$ cat src/rtl/clock_gen_pkg.sv
// Shared types and helpers for the synchronous clock strobe generator.
package clock_gen_pkg;

    localparam int DIV_W_DEF = 16;

    typedef logic [DIV_W_DEF-1:0] div_t;

    // Channel select width; a single channel still gets a 1-bit select.
    function automatic int ch_idx_w(input int num_ch);
        return (num_ch > 1) ? $clog2(num_ch) : 1;
    endfunction

endpackage

$ cat src/rtl/clock_div_channel.sv
// One programmable divider channel: period counter, active divide ratio and
// a single-entry pending ratio that is swapped in only at a period boundary.
module clock_div_channel
    import clock_gen_pkg::*;
#(
    parameter int DIV_W = DIV_W_DEF
) (
    input  logic             clk,
    input  logic             reset,
    input  logic             en,
    input  logic             i_acc,
    input  logic [DIV_W-1:0] i_acc_div,
    output logic             o_pend,
    output logic             o_stb,
    output logic             o_sq
);

    logic [DIV_W-1:0] r_div;
    logic [DIV_W-1:0] r_phase;
    logic [DIV_W-1:0] r_pend_div;
    logic             r_pend;
    logic             r_stb;
    logic             r_sq;

    logic [DIV_W-1:0] w_phase_inc;
    logic [DIV_W-1:0] w_next_div;
    logic             w_wrap;

    // An OFF channel is treated as permanently at its boundary, so a pending
    // ratio loads on the very next enabled cycle.
    always_comb begin
        w_phase_inc = r_phase + DIV_W'(1);
        w_wrap      = (r_div == '0) || (r_phase == r_div - DIV_W'(1));
        w_next_div  = r_pend ? r_pend_div : r_div;
    end

    always_ff @(posedge clk) begin
        if (!reset) begin
            r_div      <= '0;
            r_phase    <= '0;
            r_pend_div <= '0;
            r_pend     <= 1'b0;
            r_stb      <= 1'b0;
            r_sq       <= 1'b0;
        end else begin
            if (en) begin
                if (w_wrap) begin
                    r_div   <= w_next_div;
                    r_phase <= '0;
                    r_pend  <= 1'b0;
                    r_stb   <= (w_next_div != '0);
                    r_sq    <= ((w_next_div >> 1) != '0);
                end else begin
                    r_phase <= w_phase_inc;
                    r_stb   <= 1'b0;
                    r_sq    <= (w_phase_inc < (r_div >> 1));
                end
            end else begin
                r_stb <= 1'b0;
            end
            // Accept only happens while nothing is pending, so it never races a load.
            if (i_acc) begin
                r_pend     <= 1'b1;
                r_pend_div <= i_acc_div;
            end
        end
    end

    assign o_pend = r_pend;
    assign o_stb  = r_stb;
    assign o_sq   = r_sq;

endmodule

$ cat src/rtl/clock_strobe_gen.sv
// Single-domain strobe generator: binary taps from a free-running counter plus
// NUM_CH programmable divider channels written through a valid/ready port.
module clock_strobe_gen
    import clock_gen_pkg::*;
#(
    parameter  int TAPS   = 8,
    parameter  int NUM_CH = 2,
    parameter  int DIV_W  = DIV_W_DEF,
    localparam int CH_W   = ch_idx_w(NUM_CH)
) (
    input  logic              clk,
    input  logic              reset,
    input  logic              en,
    output logic [TAPS-1:0]   tap_out,
    output logic [TAPS-1:0]   tap_stb,
    input  logic              cfg_valid,
    output logic              cfg_ready,
    input  logic [CH_W-1:0]   cfg_ch,
    input  logic [DIV_W-1:0]  cfg_div,
    output logic [NUM_CH-1:0] ch_stb,
    output logic [NUM_CH-1:0] ch_sq
);

    logic [TAPS-1:0]   r_cnt;
    logic [TAPS-1:0]   r_tap_stb;
    logic [TAPS-1:0]   w_cnt_inc;
    logic [TAPS-1:0]   w_tap_stb_nxt;
    logic [NUM_CH-1:0] w_pend;
    logic [NUM_CH-1:0] w_acc;
    logic              w_ready;

    // Tap i strobes when the low i+1 bits of the incremented count are all zero.
    always_comb begin : tap_decode
        logic v_zero;
        w_cnt_inc = r_cnt + TAPS'(1);
        v_zero    = 1'b1;
        for (int i = 0; i < TAPS; i++) begin
            v_zero           = v_zero & ~w_cnt_inc[i];
            w_tap_stb_nxt[i] = v_zero;
        end
    end

    always_ff @(posedge clk) begin
        if (!reset) begin
            r_cnt     <= '0;
            r_tap_stb <= '0;
        end else if (en) begin
            r_cnt     <= w_cnt_inc;
            r_tap_stb <= w_tap_stb_nxt;
        end else begin
            r_tap_stb <= '0;
        end
    end

    assign tap_out = r_cnt;
    assign tap_stb = r_tap_stb;

    // Handshake: a write transfers on any cycle with cfg_valid && cfg_ready.
    // cfg_ready is low only while the addressed channel already holds a
    // pending ratio; out-of-range channels always accept and drop the write.
    always_comb begin
        w_ready = 1'b1;
        for (int c = 0; c < NUM_CH; c++) begin
            if (cfg_ch == CH_W'(c)) begin
                w_ready = ~w_pend[c];
            end
        end
    end

    always_comb begin
        for (int c = 0; c < NUM_CH; c++) begin
            w_acc[c] = cfg_valid & w_ready & (cfg_ch == CH_W'(c));
        end
    end

    assign cfg_ready = w_ready;

    for (genvar g = 0; g < NUM_CH; g++) begin : g_ch
        clock_div_channel #(
            .DIV_W(DIV_W)
        ) u_ch (
            .clk      (clk),
            .reset    (reset),
            .en       (en),
            .i_acc    (w_acc[g]),
            .i_acc_div(cfg_div),
            .o_pend   (w_pend[g]),
            .o_stb    (ch_stb[g]),
            .o_sq     (ch_sq[g])
        );
    end

endmodule
$ cat config.mk
export PLATFORM = sky130hd
export DESIGN_NAME = clock_strobe_gen
export DESIGN_NICKNAME = d
export VERILOG_FILES = /design/src/rtl/clock_gen_pkg.sv /design/src/rtl/clock_div_channel.sv /design/src/rtl/clock_strobe_gen.sv
export SDC_FILE = /design/constraint.sdc
export NUM_CORES = 1
export LEC_CHECK = 0
export ABC_AREA = 1
export ABC_CLOCK_PERIOD_IN_PS = 5700
export CAP_MARGIN = 15
export CORE_MARGIN = 10
export CORE_UTILIZATION = 66
export DETAILED_ROUTE_END_ITERATION = 10
export PLACE_DENSITY = 0.84
export SLEW_MARGIN = 25
export SYNTH_ARGS = -nofsm -noshare
export SYNTH_HDL_FRONTEND = slang
export SYNTH_SLANG_ARGS = --single-unit
export TNS_END_PERCENT = 1
$ cat constraint.sdc
create_clock -name clk -period 5.7 [get_ports clk]
set_input_delay 0.57 -clock clk [delete_from_list [all_inputs] [get_ports clk]]
set_output_delay 0.57 -clock clk [all_outputs]
set_load 0.02 [all_outputs]
After elaboration in Yosys (flattened, before gate mapping). Index checks and enable logic that the tools add are counted.

Flip-flop bits (word level): 118. Output and inout bits: 21. Logic and storage cells: 76.

$add $sub $neg: 5. Magnitude comparators: 2. Equality and inequality tests: 2. Multiplexer cells: 13. Bitwise gates (word level): 21. Reductions and logical operators: 19.

Operator list (count): $mux W16 (4); $reduce_bool A16 Y1 (4); $add A16 B1 Y16 const B (2); $eq A16 B16 Y1 (2); $logic_not A16 Y1 (2); $lt A16 B15 Y1 (2); $sub A16 B1 Y16 const B (2); $not A1 Y1 (11); $and A1 B1 Y1 (10); $reduce_and A2 Y1 (5); $mux W1 (9); $add A8 B1 Y8 const B (1); $reduce_bool A2 Y1 (4); $reduce_and A3 Y1 (2); $logic_or A1 B1 Y1 (2).

Longest topological paths before layout. Gate-level depths: netlist of run 1.

Depth in word-level cells: 9. Mapped depth: 21. Mapped depth without buffers: 21.

By module. Synthesis of run 1 repeated with hierarchy kept, for this count alone.

Cells, all modules: 1093. Area, all modules: 7353.3 um^2.

Modules (own cells, without submodules): clock_div_channel (g_ch[0].u_ch) (times used 1, cells each 516, area an instance 3400.8 um^2, sequential area each 1021.0 um^2); clock_div_channel (g_ch[1].u_ch) (times used 1, cells each 483, area an instance 3223.1 um^2, sequential area each 1021.0 um^2); clock_strobe_gen (times used 1, cells each 94, area an instance 729.4 um^2, sequential area each 320.3 um^2).

Worst setup path after synthesis of run 1. No wires, ideal clock.

Path type: register to register. Start: register g_ch[0].u_ch.r_phase[0]. End: register g_ch[0].u_ch.r_sq. Setup time: 0.141 ns. Data arrival time: 2.434 ns. Data required time: 5.559 ns. Setup slack: 3.124 ns. Stages on the path, launching flop included: 20. Path buffers: 0. Clock period less this slack: 2.576 ns. Cell sequence: dfxtp_1 ha_1 nand2_1 nor2_1 nand2_1 nor2_1 nand3_1 nor4_1 xor2_1 inv_1 ha_1 nand2_1 nor2_1 nand4_1 a31oi_1 nor2_1 nand3_1 nand2_1 nand2_1 a21oi_1.

Word-level cells in the longest chain between the ends: 3.

RTL lines: start, declared (RTL line clock_div_channel.sv:19) `logic [DIV_W-1:0] r_phase;`; start signal, assigned (RTL line clock_div_channel.sv:54) `r_phase <= w_phase_inc;`; $add A16 B1 Y16 or $eq A16 B16 Y1 (tied branches) (RTL line clock_div_channel.sv:32, clock_div_channel.sv:33); $lt A16 B15 Y1 or $logic_or A1 B1 Y1 (tied branches) (RTL line clock_div_channel.sv:56, clock_div_channel.sv:33); $mux W1 (*) (RTL line clock_div_channel.sv:47) `if (w_wrap) begin`; end signal, assigned (RTL line clock_div_channel.sv:52) `r_sq <= ((w_next_div >> 1) != '0);`; end signal, assigned (RTL line clock_div_channel.sv:56) `r_sq <= (w_phase_inc < (r_div >> 1));`; end, declared (RTL line clock_div_channel.sv:23) `logic r_sq;`.

Every way passes the cells marked *; elsewhere a longest branch is shown, timed or not. A chain may end at the register's enable or synchronous reset.

Worst setup path after layout of run 1. Ends and elaborated chain as after synthesis.

==> results.sh, run 1 <==
export IMPL_numCtsBuffers=17
export IMPL_drive_above_1_share=0.0814
export IMPL_syn_cell_area_um2=7850
export IMPL_fin_tns_setup_ns=0
export IMPL_drt_iter0_markers=809
export IMPL_num_rows=39
export IMPL_worst_slew_pin_slew_ns=0.958
export IMPL_pwr_share_clk=0.264
export IMPL_synth_seq_cells=118
export IMPL_clk_latency_ns=0.41
export IMPL_max_freq_ghz=0.331
export IMPL_dieArea_um2=16700
export IMPL_comb_power_share=0.463
export IMPL_p_sw_frac=0.449
export IMPL_grt_pass1_vias=6841
export IMPL_yosysWarnings=0
export IMPL_diodes=0
export IMPL_nets=1247
export IMPL_core_um2=11500
export IMPL_clk_pin_slew_ns=0.06
export IMPL_worstSetupStartpointType="flop"
export IMPL_setup_viol=0
export IMPL_slew_headroom=0.361
export IMPL_synth_common_cells="nand2_1, inv_1, nor2_1"
export IMPL_holdCritPathClass="flop to flop"
export IMPL_slowest_delay_ns=0.41
export IMPL_grt_max_degree=82
export IMPL_synthFlopType="dfxtp_1"
export IMPL_seqPwrFrac=0.273
export IMPL_outcome="completed"
export IMPL_pre_cts_slack_ns=2.76
export IMPL_cts_max_path_buffers=2
export IMPL_yosysMostFrequentCell="nand2_1"
export IMPL_period_share=0.531
export IMPL_path_common_cell="nand2_1"
export IMPL_cts_sinks=118
export IMPL_grt_first_pass_wirelength_mm=33.5
export IMPL_synth_cell_types=41
export IMPL_synth_top_cell_by_area="dfxtp_1"
export IMPL_cts_tree="yes"
export IMPL_antenna_found_initial=0
export IMPL_wirelength_mm=20.3
export IMPL_crit_chain="ha_1 -> nand2_1 -> nor2_1 -> nand2_1 -> nor2_1 -> nand3_1 -> nor4_1 -> xor2_1 -> inv_1 -> ha_1 -> nand2_1 -> nor2_1 -> nand4_1 -> a31oi_1 -> nor2_1 -> nand3_1 -> nand2_1 -> nand2_1 -> a21oi_1"
export IMPL_pin_count=42
export IMPL_cp_arrival_ns=3.32
export IMPL_hold_viol=0
export IMPL_crit_type="flop to flop"
export IMPL_synth_top_area_share=0.301
export IMPL_dr_total_vias=7688
export IMPL_antenna_left=0
export IMPL_synth_area_leaders="dfxtp_1, nand2_1, inv_1"
export IMPL_cts_setup_buffers=0
export IMPL_route_detailed_drc=0
export IMPL_via_per_inst=5.71
export IMPL_cp_required_ns=6.00
export IMPL_power_density_nw_per_um2=440
export IMPL_h_tree_depth=4
export IMPL_fp_dieH_um=129
export IMPL_finalMaxSlewViolations=0
export IMPL_start_util=0.681
export IMPL_synth_nets=1233
export IMPL_cp_top_family="simple AND/OR/NAND/NOR gates"
export IMPL_skew_ns=0.00632
export IMPL_firstDrtPassIters=7
export IMPL_io_buffer_count=41
export IMPL_root_buffer="clkbuf_16"
export IMPL_async_flop_share=0
export IMPL_total_power_mw=3.85
export IMPL_gr_usage_all_layers=0.245
export IMPL_gp_congestion=0.940
export IMPL_power_leakage_nw=3.83
export IMPL_overflow=0
export IMPL_area_growth_pct=11.4
export IMPL_cts_resized=0
export IMPL_p_int_mw=2.12
export IMPL_peakVddDrop_mv=0.328
export IMPL_instances_no_fill=1347
export IMPL_net_switching_power_mw=1.73
export IMPL_wl_per_cell_um=15.1
export IMPL_grt_setup_unrepaired="false"
export IMPL_synth_edff_count=0
export IMPL_fin_ws_ns=2.67
export IMPL_hold_buffers=0
export IMPL_maxCapViolCount=0
export IMPL_dp_cells=1316
export IMPL_fp_dieW_um=129
export IMPL_fin_crit_ns=3.03
export IMPL_critical_path_slowest_cell="dfxtp_1"
export IMPL_dp_hpwl_mm=14.9
export IMPL_avgSynthCellArea_um2=6.66
export IMPL_synth_cells=1178
export IMPL_worstSetupEndpointType="flop"
export IMPL_path_buf_inv=1
export IMPL_ys_seq_area_frac=0.301
export IMPL_crit_fanout=5
power groups by stage:
stage	Combinational, mW	Clock [mW]	Sequential [mW]
6_report	1.78	1.01	1.05
5_1_grt	2.01	1.06	1.06
4_1_cts	1.75	1.02	1.04
3_5_place_dp	1.72	0	1.06
3_3_place_gp	1.70	0	1.06
2_1_floorplan	1.51	0	1.00
cells in the final DEF (no fill, tap or decap), types with 5 or more instances in the layout:
| cell | instances |
|---|---|
| nor4_1 | 8 |
| nor2_1 | 119 |
| nand3_2 | 13 |
| xor2_1 | 49 |
| nor2_2 | 10 |
| nand2_1 | 277 |
| inv_1 | 136 |
| a21oi_2 | 10 |
| buf_4 | 5 |
| dfxtp_1 | 118 |
| a21oi_1 | 64 |
| nor3_1 | 16 |
| clkdlybuf4s50_1 | 39 |
| clkbuf_16 | 17 |
| xnor2_1 | 22 |
| nand3b_1 | 10 |
| nand3_1 | 74 |
| o21ai_1 | 10 |
| inv_2 | 10 |
| ha_1 | 34 |
| nand4_1 | 28 |
| o21ai_0 | 90 |
final timing paths:
check                                                start                    endpoint  slack [ns]  depth (start not counted)
worst min register to register  g_ch[1].u_ch.r_pend_div[5]  g_ch[1].u_ch.r_pend_div[5]        0.45                          2
worst max register to register     g_ch[0].u_ch.r_phase[0]           g_ch[0].u_ch.o_sq        2.67                         19
worst min-delay path            g_ch[1].u_ch.r_pend_div[5]  g_ch[1].u_ch.r_pend_div[5]        0.45                          2
worst max-delay path               g_ch[0].u_ch.r_phase[0]           g_ch[0].u_ch.o_sq        2.67                         19
cell families (layout without fill, tap and decap cells):
kind of cell,count (synthesis),after routing,synth area share
and+or+nand+nor,574,574,0.334
AOI/OAI and AO/OA,181,181,0.122
DFF,118,118,0.301
adders and majority gates,34,34,0.0542
xor gates and xnor gates,72,72,0.0813
buffers and inverters,199,225,0.107
routing by layer:
layer / global-route usage / up-vias / part of all wire
met5: 0 / - / 0
met4: 0.0656 / 0 / 0.014
met3: 0.0542 / 34 / 0.092
met2: 0.360 / 339 / 0.43
met1: 0.354 / 3494 / 0.47
li1: - / 3821 / -
through the flow:
stage          area, µm²   util  hold WS, ns
4_1_cts             8740  0.759        0.457
2_1_floorplan       7850      -        0.429
6_report            8740  0.759        0.454
3_5_place_dp        8180  0.710        0.448
5_1_grt             8740  0.759        0.467
3_3_place_gp        8180  0.710        0.441
worst min-delay path, stage by stage (launching register included):
cell	delay, ns
dfxtp_1	0.29
inv_1	0.06
a21oi_1	0.05
state kept, by name, summed over array words and instances, names as in the netlist:
signal and flops:
tap_out 8, g_ch.u_ch.r_phase 32, tap_stb 8, g_ch.u_ch.o_pend 2, g_ch.u_ch.r_pend_div 32, g_ch.u_ch.o_stb 2
g_ch.u_ch.r_div 32, g_ch.u_ch.o_sq 2
final cells by class:
cell class                      instances  area, µm²
Timing Repair Buffer                   46        438
Sequential cell                       118       2360
Tap cell                              143        179
Multi-Input combinational cell        861       4640
Clock inverter                         13        123
Clock buffer                           18        439
Inverter                              148        556
Fill cell                             887       2780
Power figures use the tool's default switching activity.
==> inputs of run 2 (changes only) <==
- ABC_CLOCK_PERIOD_IN_PS: 5700 -> 2600
- CORE_UTILIZATION: 66 -> 55
- PLACE_DENSITY: 0.84 -> 0.74
- clock period: 5.7 -> 2.6 ns (I/O delays scaled with it)
==> run 2 against run 1 <==
The flow now finishes with violations (setup timing). Worst setup slack worse by 2.8 ns. Clock power is 120% higher. Worst hold slack worse by 0.15 ns. Clock skew is 0.00089 ns higher. Sequential power is 120% higher. Via count is 1.0% higher. Cell area is 6.4% higher. Critical path type unchanged. Critical endpoint unchanged. Largest power group unchanged.
==> results.sh, run 2 (synthesized netlist as in run 1, its figures left out) <==
export IMPL_root_buffer="clkbuf_16"
export IMPL_drive_above_1_share=0.131
export IMPL_clk_latency_ns=0.42
export IMPL_crit_fanout=3
export IMPL_pin_count=42
export IMPL_setup_viol=1
export IMPL_dpl_cell_area_um2=8470
export IMPL_h_tree_depth=4
export IMPL_dr_total_vias=7766
export IMPL_nets=1281
export IMPL_holdCritPathClass="primary input to flop"
export IMPL_cts_sinks=118
export IMPL_max_freq_ghz=0.364
export IMPL_worstSetupStartpointType="flop"
export IMPL_cp_required_ns=2.90
export IMPL_wl_per_cell_um=15.2
export IMPL_period_share=1.06
export IMPL_layout_commonest_cell="nand2_1"
export IMPL_cts_max_path_buffers=2
export IMPL_fin_crit_ns=2.75
export IMPL_outcome="finished with violations"
export IMPL_grt_max_degree=81
export IMPL_io_buffer_count=41
export IMPL_worstSetupEndpointType="flop"
export IMPL_drt_iter0_markers=709
export IMPL_timing_hold_ws_ns=0.302
export IMPL_fin_tns_setup_ns=-0.146
export IMPL_fin_ws_ns=-0.146
export IMPL_pre_cts_slack_ns=-0.180
export IMPL_firstDrtPassIters=5
export IMPL_via_per_inst=5.47
export IMPL_violations="setup timing"
export IMPL_nFillCells=1205
export IMPL_gp_congestion=0.936
export IMPL_most_common_layout_cells="nand2_1, inv_1, dfxtp_1"
export IMPL_antenna_left=0
export IMPL_numCtsBuffers=17
export IMPL_dp_hpwl_mm=15.9
export IMPL_reg_largest_list="g_ch.u_ch.r_div: 32 flops, g_ch.u_ch.r_pend_div: 32 flops, g_ch.u_ch.r_phase: 32 flops"
export IMPL_total_power_mw=8.79
export IMPL_grt_pass1_vias=6982
export IMPL_crit_type="flop to flop"
export IMPL_diodes=0
export IMPL_dieArea_um2=19400
export IMPL_start_util=0.563
export IMPL_antenna_found_initial=0
export IMPL_power_leakage_nw=4.09
export IMPL_skew_ns=0.00722
export IMPL_peakVddDrop_mv=0.550
export IMPL_fp_dieW_um=139
export IMPL_grt_first_pass_wirelength_mm=34.7
export IMPL_wirelength_mm=21.6
export IMPL_cp_arrival_ns=3.04
export IMPL_fp_dieH_um=139
export IMPL_power_density_nw_per_um2=945
export IMPL_route_detailed_drc=0
export IMPL_cts_tree="yes"
export IMPL_area_growth_pct=18.5
export IMPL_gr_usage_all_layers=0.212
export IMPL_design_area_um2=9300
export IMPL_overflow=0
export IMPL_hold_viol=0
export IMPL_num_rows=43
export IMPL_clk_pin_slew_ns=0.06
export IMPL_core_um2=13900
export IMPL_slew_headroom=0.350
export IMPL_grt_setup_unrepaired="true"
export IMPL_maxCapViolCount=0
export IMPL_finalMaxSlewViolations=0
export IMPL_worst_slew_pin_slew_ns=0.973
[run 2: path summary, 6_finish.rpt]
check	start	endpoint	slack, ns	cells after the start
worst max-delay path	g_ch[0].u_ch.r_phase[0]	g_ch[0].u_ch.o_sq	-0.15	22
worst min-delay path	reset	tap_stb[2]	0.30	4
worst min register to register	g_ch[1].u_ch.r_pend_div[0]	g_ch[1].u_ch.r_pend_div[0]	0.45	2
worst max register to register	g_ch[0].u_ch.r_phase[0]	g_ch[0].u_ch.o_sq	-0.15	22
[run 2: metal layers]
layer	up-vias	GRT usage	routed length (µm)
met3	29	0.0391	1640
met4	0	0.0648	329
met1	3566	0.299	10200
met5	-	0	0
met2	278	0.318	9420
li1	3893	-	-
[run 2: layout make-up]
class	count	area, µm²	share of cell area
Sequential cell	118	2370	0.255
Clock buffer	17	425	0.0458
Clock inverter	15	138	0.0148
Tap cell	180	225	0.0242
Timing Repair Buffer	80	738	0.0794
Multi-Input combinational cell	861	4840	0.521
Inverter	148	556	0.0598
[run 2: power breakdown]
| group | leakage [nW] | internal, mW | switching, mW | total (mW) |
|---|---|---|---|---|
| Clock | 0.270 | 1.26 | 0.973 | 2.23 |
| Combinational | 2.86 | 1.55 | 2.74 | 4.29 |
| Sequential | 0.963 | 2.01 | 0.250 | 2.26 |
[run 2: what timing repair did]
action / in CTS / in global routing
pin swaps: 12 / 17
hold buffers: 0 / 0
resized for setup: 13 / 32
buffers inserted: 6 / 1
endpoints found under the setup margin: 1 / 28
[run 2: stage by stage]
step / cells / util
2_1_floorplan: 1178 / -
3_3_place_gp: 1380 / 0.608
3_5_place_dp: 1380 / 0.608
4_1_cts: 1418 / 0.656
5_1_grt: 1419 / 0.667
6_report: 1419 / 0.667
[run 2: critical path: stages, from the launching register on]
cell and delay [ns]:
dfxtp_4 0.36, ha_4 0.15, nand2_4 0.07, nor2_4 0.14, nand2_4 0.08, nor2_4 0.13
nand3_4 0.10, buf_6 0.13, buf_4 0.14, xor2_1 0.16, inv_1 0.10, ha_4 0.27
nand2_2 0.07, o21ai_2 0.15, nand2_1 0.07, nand2_1 0.07, nand2_1 0.05, nand3_1 0.09
nor2_1 0.05, nand3_1 0.07, nand2_1 0.06, nand2_1 0.07, a21oi_2 0.05
==> inputs of run 3 (changes only) <==
- ABC_CLOCK_PERIOD_IN_PS: 2600 -> 2200
- clock period: 2.6 -> 2.2 ns (I/O delays scaled with it)
==> run 3 against run 2 <==
The flow still finishes with violations (setup timing). Routed wire length is 1.5% higher. Sequential share of layout area is 0.99 points lower. Flip-flop and latch count stayed put. Global-route usage is 0.71 points higher. Sequential power is 17% higher. Cell area is 4.2% higher. Non-clock buffer count is 46 higher. Combinational power is 30% higher. Critical path type unchanged. Critical endpoint unchanged. Largest cell class unchanged. Largest power group unchanged.
==> results.sh, run 3 (synthesized netlist as in run 1, its figures left out) <==
export IMPL_outcome="finished with violations"
export IMPL_violations="setup timing"
export IMPL_instances_no_fill=1465
export IMPL_nFillCells=1162
export IMPL_met3_usage=0.0436
export IMPL_period_share=1.17
export IMPL_peakVddDrop_mv=1.15
export IMPL_cts_sinks=118
export IMPL_grt_max_degree=81
export IMPL_overflow=0
export IMPL_firstDrtPassIters=5
export IMPL_via_per_inst=5.39
export IMPL_wirelength_mm=22.0
export IMPL_holdCritPathClass="primary input to flop"
export IMPL_power_leakage_nw=4.33
export IMPL_max_freq_ghz=0.388
export IMPL_antenna_left=0
export IMPL_num_rows=43
export IMPL_reg_largest_list="g_ch.u_ch.r_div: 32 flops, g_ch.u_ch.r_pend_div: 32 flops, g_ch.u_ch.r_phase: 32 flops"
export IMPL_root_buffer="clkbuf_16"
export IMPL_slowest_delay_ns=0.36
export IMPL_dp_cells=1431
export IMPL_grt_setup_unrepaired="true"
export IMPL_comb_power_share=0.500
export IMPL_critical_path_slowest_cell="dfxtp_4"
export IMPL_hold_viol=0
export IMPL_cts_tree="yes"
export IMPL_route_detailed_drc=0
export IMPL_fp_dieH_um=139
export IMPL_grt_pass1_vias=7162
export IMPL_hold_buffers=0
export IMPL_seqPwrFrac=0.236
export IMPL_met2_usage=0.334
export IMPL_setup_viol=4
export IMPL_dp_hpwl_mm=16.4
export IMPL_worstSetupEndpointType="flop"
export IMPL_worstSetupStartpointType="flop"
export IMPL_p_sw_frac=0.423
export IMPL_crit_fanout=3
export IMPL_utilization=0.695
export IMPL_drt_iter0_markers=650
export IMPL_skew_ns=0.00702
export IMPL_grt_first_pass_wirelength_mm=35.6
export IMPL_clk_latency_ns=0.43
export IMPL_cts_max_path_buffers=2
export IMPL_diodes=0
export IMPL_top_usage_layer="met2"
export IMPL_pwr_share_clk=0.264
export IMPL_core_um2=13900
export IMPL_use_met1=0.304
export IMPL_net_switching_power_mw=4.72
export IMPL_fp_dieW_um=139
export IMPL_drive_above_1_share=0.163
export IMPL_fin_ws_ns=-0.379
export IMPL_cp_arrival_ns=2.88
export IMPL_slew_headroom=0.482
export IMPL_start_util=0.563
export IMPL_numCtsBuffers=17
export IMPL_wl_per_cell_um=15.0
export IMPL_gp_congestion=0.937
export IMPL_p_int_mw=6.44
export IMPL_io_buffer_count=41
export IMPL_worst_slew_pin_slew_ns=0.778
export IMPL_clk_pin_slew_ns=0.06
export IMPL_power_density_nw_per_um2=1150
export IMPL_crit_type="flop to flop"
export IMPL_path_common_cell="nand2_2"
export IMPL_antenna_found_initial=0
export IMPL_dr_total_vias=7899
export IMPL_crit_chain="ha_4 -> nand2_2 -> nor2_2 -> nand2_2 -> nor2_4 -> nand3_2 -> nor4_2 -> xor2_1 -> inv_2 -> ha_4 -> nand2_2 -> nor2_1 -> nand4_1 -> a31oi_1 -> nor2_1 -> nand3_1 -> nand2_1 -> nand2_1 -> a21oi_1"
export IMPL_pin_count=42
export IMPL_gr_usage_all_layers=0.219
export IMPL_finalMaxSlewViolations=0
export IMPL_h_tree_depth=4
export IMPL_maxCapViolCount=0
export IMPL_dieArea_um2=19400
export IMPL_most_common_layout_cells="nand2_1, inv_1, dfxtp_1"
export IMPL_cp_required_ns=2.50
export IMPL_nets=1327
export IMPL_layout_commonest_cell="nand2_1"
export IMPL_area_growth_pct=23.4
export IMPL_fin_crit_ns=2.58
run 3: changes by cell type in the layout (fill, tap and decap cells not counted), moves of 3 or more:
| cell | change |
|---|---|
| bufinv_16 | +3 |
| clkinvlp_4 | -3 |
| clkinv_4 | +4 |
| inv_8 | -3 |
| nand2_2 | +3 |
| buf_4 | +46 |
run 3: final timing paths:
path | start | endpoint | slack [ns] | cells past startpoint
hold reg to reg | g_ch[1].u_ch.r_pend_div[9] | g_ch[1].u_ch.r_pend_div[9] | 0.46 | 2
setup / recovery | g_ch[0].u_ch.r_phase[1] | g_ch[0].u_ch.o_sq | -0.38 | 19
setup reg to reg | g_ch[0].u_ch.r_phase[1] | g_ch[0].u_ch.o_sq | -0.38 | 19
hold / removal | reset | tap_stb[2] | 0.29 | 4
run 3: power by group through the flow:
| stage | logic, mW | clock network, mW | registers (mW) |
|---|---|---|---|
| global route | 6.24 | 3.05 | 2.66 |
| floorplan | 3.92 | 0 | 2.60 |
| global placement | 5.28 | 0 | 2.66 |
| detailed placement | 5.34 | 0 | 2.67 |
| finish | 5.58 | 2.95 | 2.64 |
| CTS | 5.46 | 2.97 | 2.62 |
run 3: cell type report:
type,count,area [µm²],share of cell area
multi-input combinational,861,4800,0.496
inverter,148,556,0.0574
clock inverter,14,189,0.0195
sequential,118,2370,0.245
clock buffer,18,439,0.0454
tap,180,225,0.0233
timing repair buffer,126,1100,0.114
run 3: per-stage QoR:
| stage | hold slack (ns) | worst slack, ns | instance area (µm²) | total power, mW | TNS [ns] |
|---|---|---|---|---|---|
| final | 0.286 | -0.379 | 9680 | 11.2 | -0.584 |
| after floorplan | 0.355 | -0.218 | 7880 | 6.52 | -0.218 |
| after global routing | 0.305 | -0.594 | 9680 | 12.0 | -6.21 |
| after global placement | 0.440 | -0.402 | 8910 | 7.95 | -0.950 |
| after detailed placement | 0.448 | -0.428 | 8910 | 8.01 | -1.47 |
| after CTS | 0.273 | -0.316 | 9600 | 11.1 | -0.501 |
run 3: layer usage:
metal / share of wire / up-vias / routed length (µm)
met5: 0 / - / 0
met3: 0.071 / 28 / 1550
met1: 0.47 / 3624 / 10300
met4: 0.015 / 0 / 325
li1: - / 3981 / -
met2: 0.44 / 266 / 9760
run 3: what timing repair did:
action / CTS / global route
setup endpoints to repair: 16 / 68
pin swaps: 6 / 5
gates resized for setup: 13 / 17
setup buffers: 2 / 0
run 3: critical path: cells and delay by family, from the launching register on:
family                   cells  cell delay, ns
flip-flops                   1            0.36
adder cells (fa/ha/maj)      2            0.41
AND/OR/NAND/NOR             13            1.16
XOR/XNOR                     1            0.22
buffers and inverters        1            0.08
AO/OA/AOI/OAI                2            0.20
==> RTL change: new RTL, settings of run 3 <==
Change the package constant `DIV_W_DEF` from 16 to 32.
--- a/src/rtl/clock_gen_pkg.sv
+++ b/src/rtl/clock_gen_pkg.sv
@@ -3,3 +3,3 @@
 
-    localparam int DIV_W_DEF = 16;
+    localparam int DIV_W_DEF = 32;
 
Interface: changed (resized cfg_div); port bits go from 42 to 58. The function was not compared with the original's and may differ.
==> RTL change against run 3 <==
Routed wire length up 140%; design area up 120%; power rose to 3.4 times the old value; setup slack worse by 0.53 ns; sequential power up 95%; area after synthesis up 93%; combinational power rose to 5.2 times the old value; sequential cell count up 96; the run still ends with setup timing left; sequential share of layout area down 3.8 points; global-route usage up 8.0 points; final cell count up 120%; critical endpoint unchanged; core utilization up 7.6 points; die area up 78%.
==> RTL change: results <==
group,metric,value,unit
global_route,grt_pass1_wl,83.03,mm
global_route,globalRouteTotalUtil,0.2988,
placement,hpwl,41.29,mm
power_and_ir_drop,power.leakage,10.17,nW
synth,ys_seq_area_frac,0.2833,
status,status,"complete, but fails checks",
cells_and_area,layout.nets,2982,
clock_tree,cts_inserted_buffers,24,
route,wirelength,53.04,mm
placement,placed_area,0.01947,mm²
global_route,grt_max_degree,141,
cells_and_area,largestRegisters,"g_ch.u_ch.r_div (64), g_ch.u_ch.r_pend_div (64), g_ch.u_ch.r_phase (64)",
clock_tree,cts_buffer_depth,3,
route,vias,17610,
clock_tree,htree_levels,1,
synth,synth_nets,2515,
placement,pre_cts_ws,-0.8827,ns
synth,yosysUniqueCellTypes,45,
synth,syn_inst,2412,
cells_and_area,drive_gt1_frac,0.2339,
timing,finalSetupViolCount,133,
power_and_ir_drop,vdd.ir_drop.worst,0.001803,V
clock_tree,clkLatencyLatePin,0.55,ns
power_and_ir_drop,swShare,0.4847,
clock_tree,path_clk_slew,0.06,ns
placement,port_buffers,57,
cells_and_area,final_cells,3237,
global_route,grt_pass1_vias,16370,
status,violations,"setup timing",
synth,synth_warnings,0,
timing,final.setup.worst_slack,-0.9075,ns
timing,setup_tns,-47.57,ns
[RTL change: kinds of logic after synthesis]
group,Yosys count,synth area share
xor gates and xnor gates,132,0.07827
AOI/OAI and AO/OA,359,0.1264
adders and majority gates,66,0.05460
buffers and inverters,371,0.09945
and+or+nand+nor,1270,0.3580
DFF,214,0.2833
[RTL change: how the worst min path moves through the flow]
stage,from,to,slack [ns],cells after the start
3_5_place_dp,g_ch[1].u_ch.r_pend_div[8],g_ch[1].u_ch.r_pend_div[8],0.44,2
6_report,reset,tap_out[0],0.21,3
4_1_cts,reset,tap_out[0],0.18,3
3_3_place_gp,g_ch[1].u_ch.r_pend_div[21],g_ch[1].u_ch.r_pend_div[21],0.44,2
2_1_floorplan,cfg_div[10],g_ch[0].u_ch.r_pend_div[10],0.35,2
5_1_grt,reset,tap_out[0],0.17,3
[RTL change: cell type report]
type | count | area, µm²
antenna | 1 | 2.502
clock buffer | 34 | 668.1
clock inverter | 8 | 118.9
fill | 2119 | 6193
inverter | 260 | 975.9
multi-input combinational | 1827 | 9829
sequential | 214 | 4309
tap | 341 | 426.7
timing repair buffer | 552 | 4502
[RTL change: critical path, cell delays in order (launching register included)]
cell,delay [ns]
dfxtp_4,0.38
ha_4,0.16
nand2_4,0.05
nor2_4,0.13
nand3_4,0.10
nor2_4,0.12
nand4_1,0.15
nor3_2,0.27
nand3_2,0.15
nor2_4,0.16
buf_6,0.12
xor2_4,0.17
inv_2,0.07
ha_4,0.26
nand4_1,0.12
nor3_1,0.19
nand4_1,0.11
nor2_1,0.11
nor2_1,0.05
nand4_1,0.09
nand3_1,0.06
[RTL change: power groups by stage]
| stage | clock network, mW | registers, mW | logic [mW] |
|---|---|---|---|
| 2_1_floorplan | 0 | 5.05 | 15.8 |
| 3_3_place_gp | 0 | 5.16 | 26.4 |
| 3_5_place_dp | 0 | 5.18 | 26.9 |
| 4_1_cts | 4.09 | 5.11 | 27.6 |
| 5_1_grt | 4.26 | 5.22 | 31.7 |
| 6_report | 4.05 | 5.16 | 28.9 |
[RTL change: per-layer routing]
metal | global-route usage | up-vias | part of all wire
met2 | 0.4791 | 794 | 0.44
met5 | 0 | - | 0
met4 | 0.08417 | 0 | 0.031
met1 | 0.4071 | 8021 | 0.43
met3 | 0.04484 | 105 | 0.096
li1 | - | 8685 | -
[RTL change: timing repair]
action | CTS | global route
setup buffers | 2 | 8
gates resized for setup | 43 | 78
setup endpoints to repair | 135 | 134
pin swaps | 8 | 43
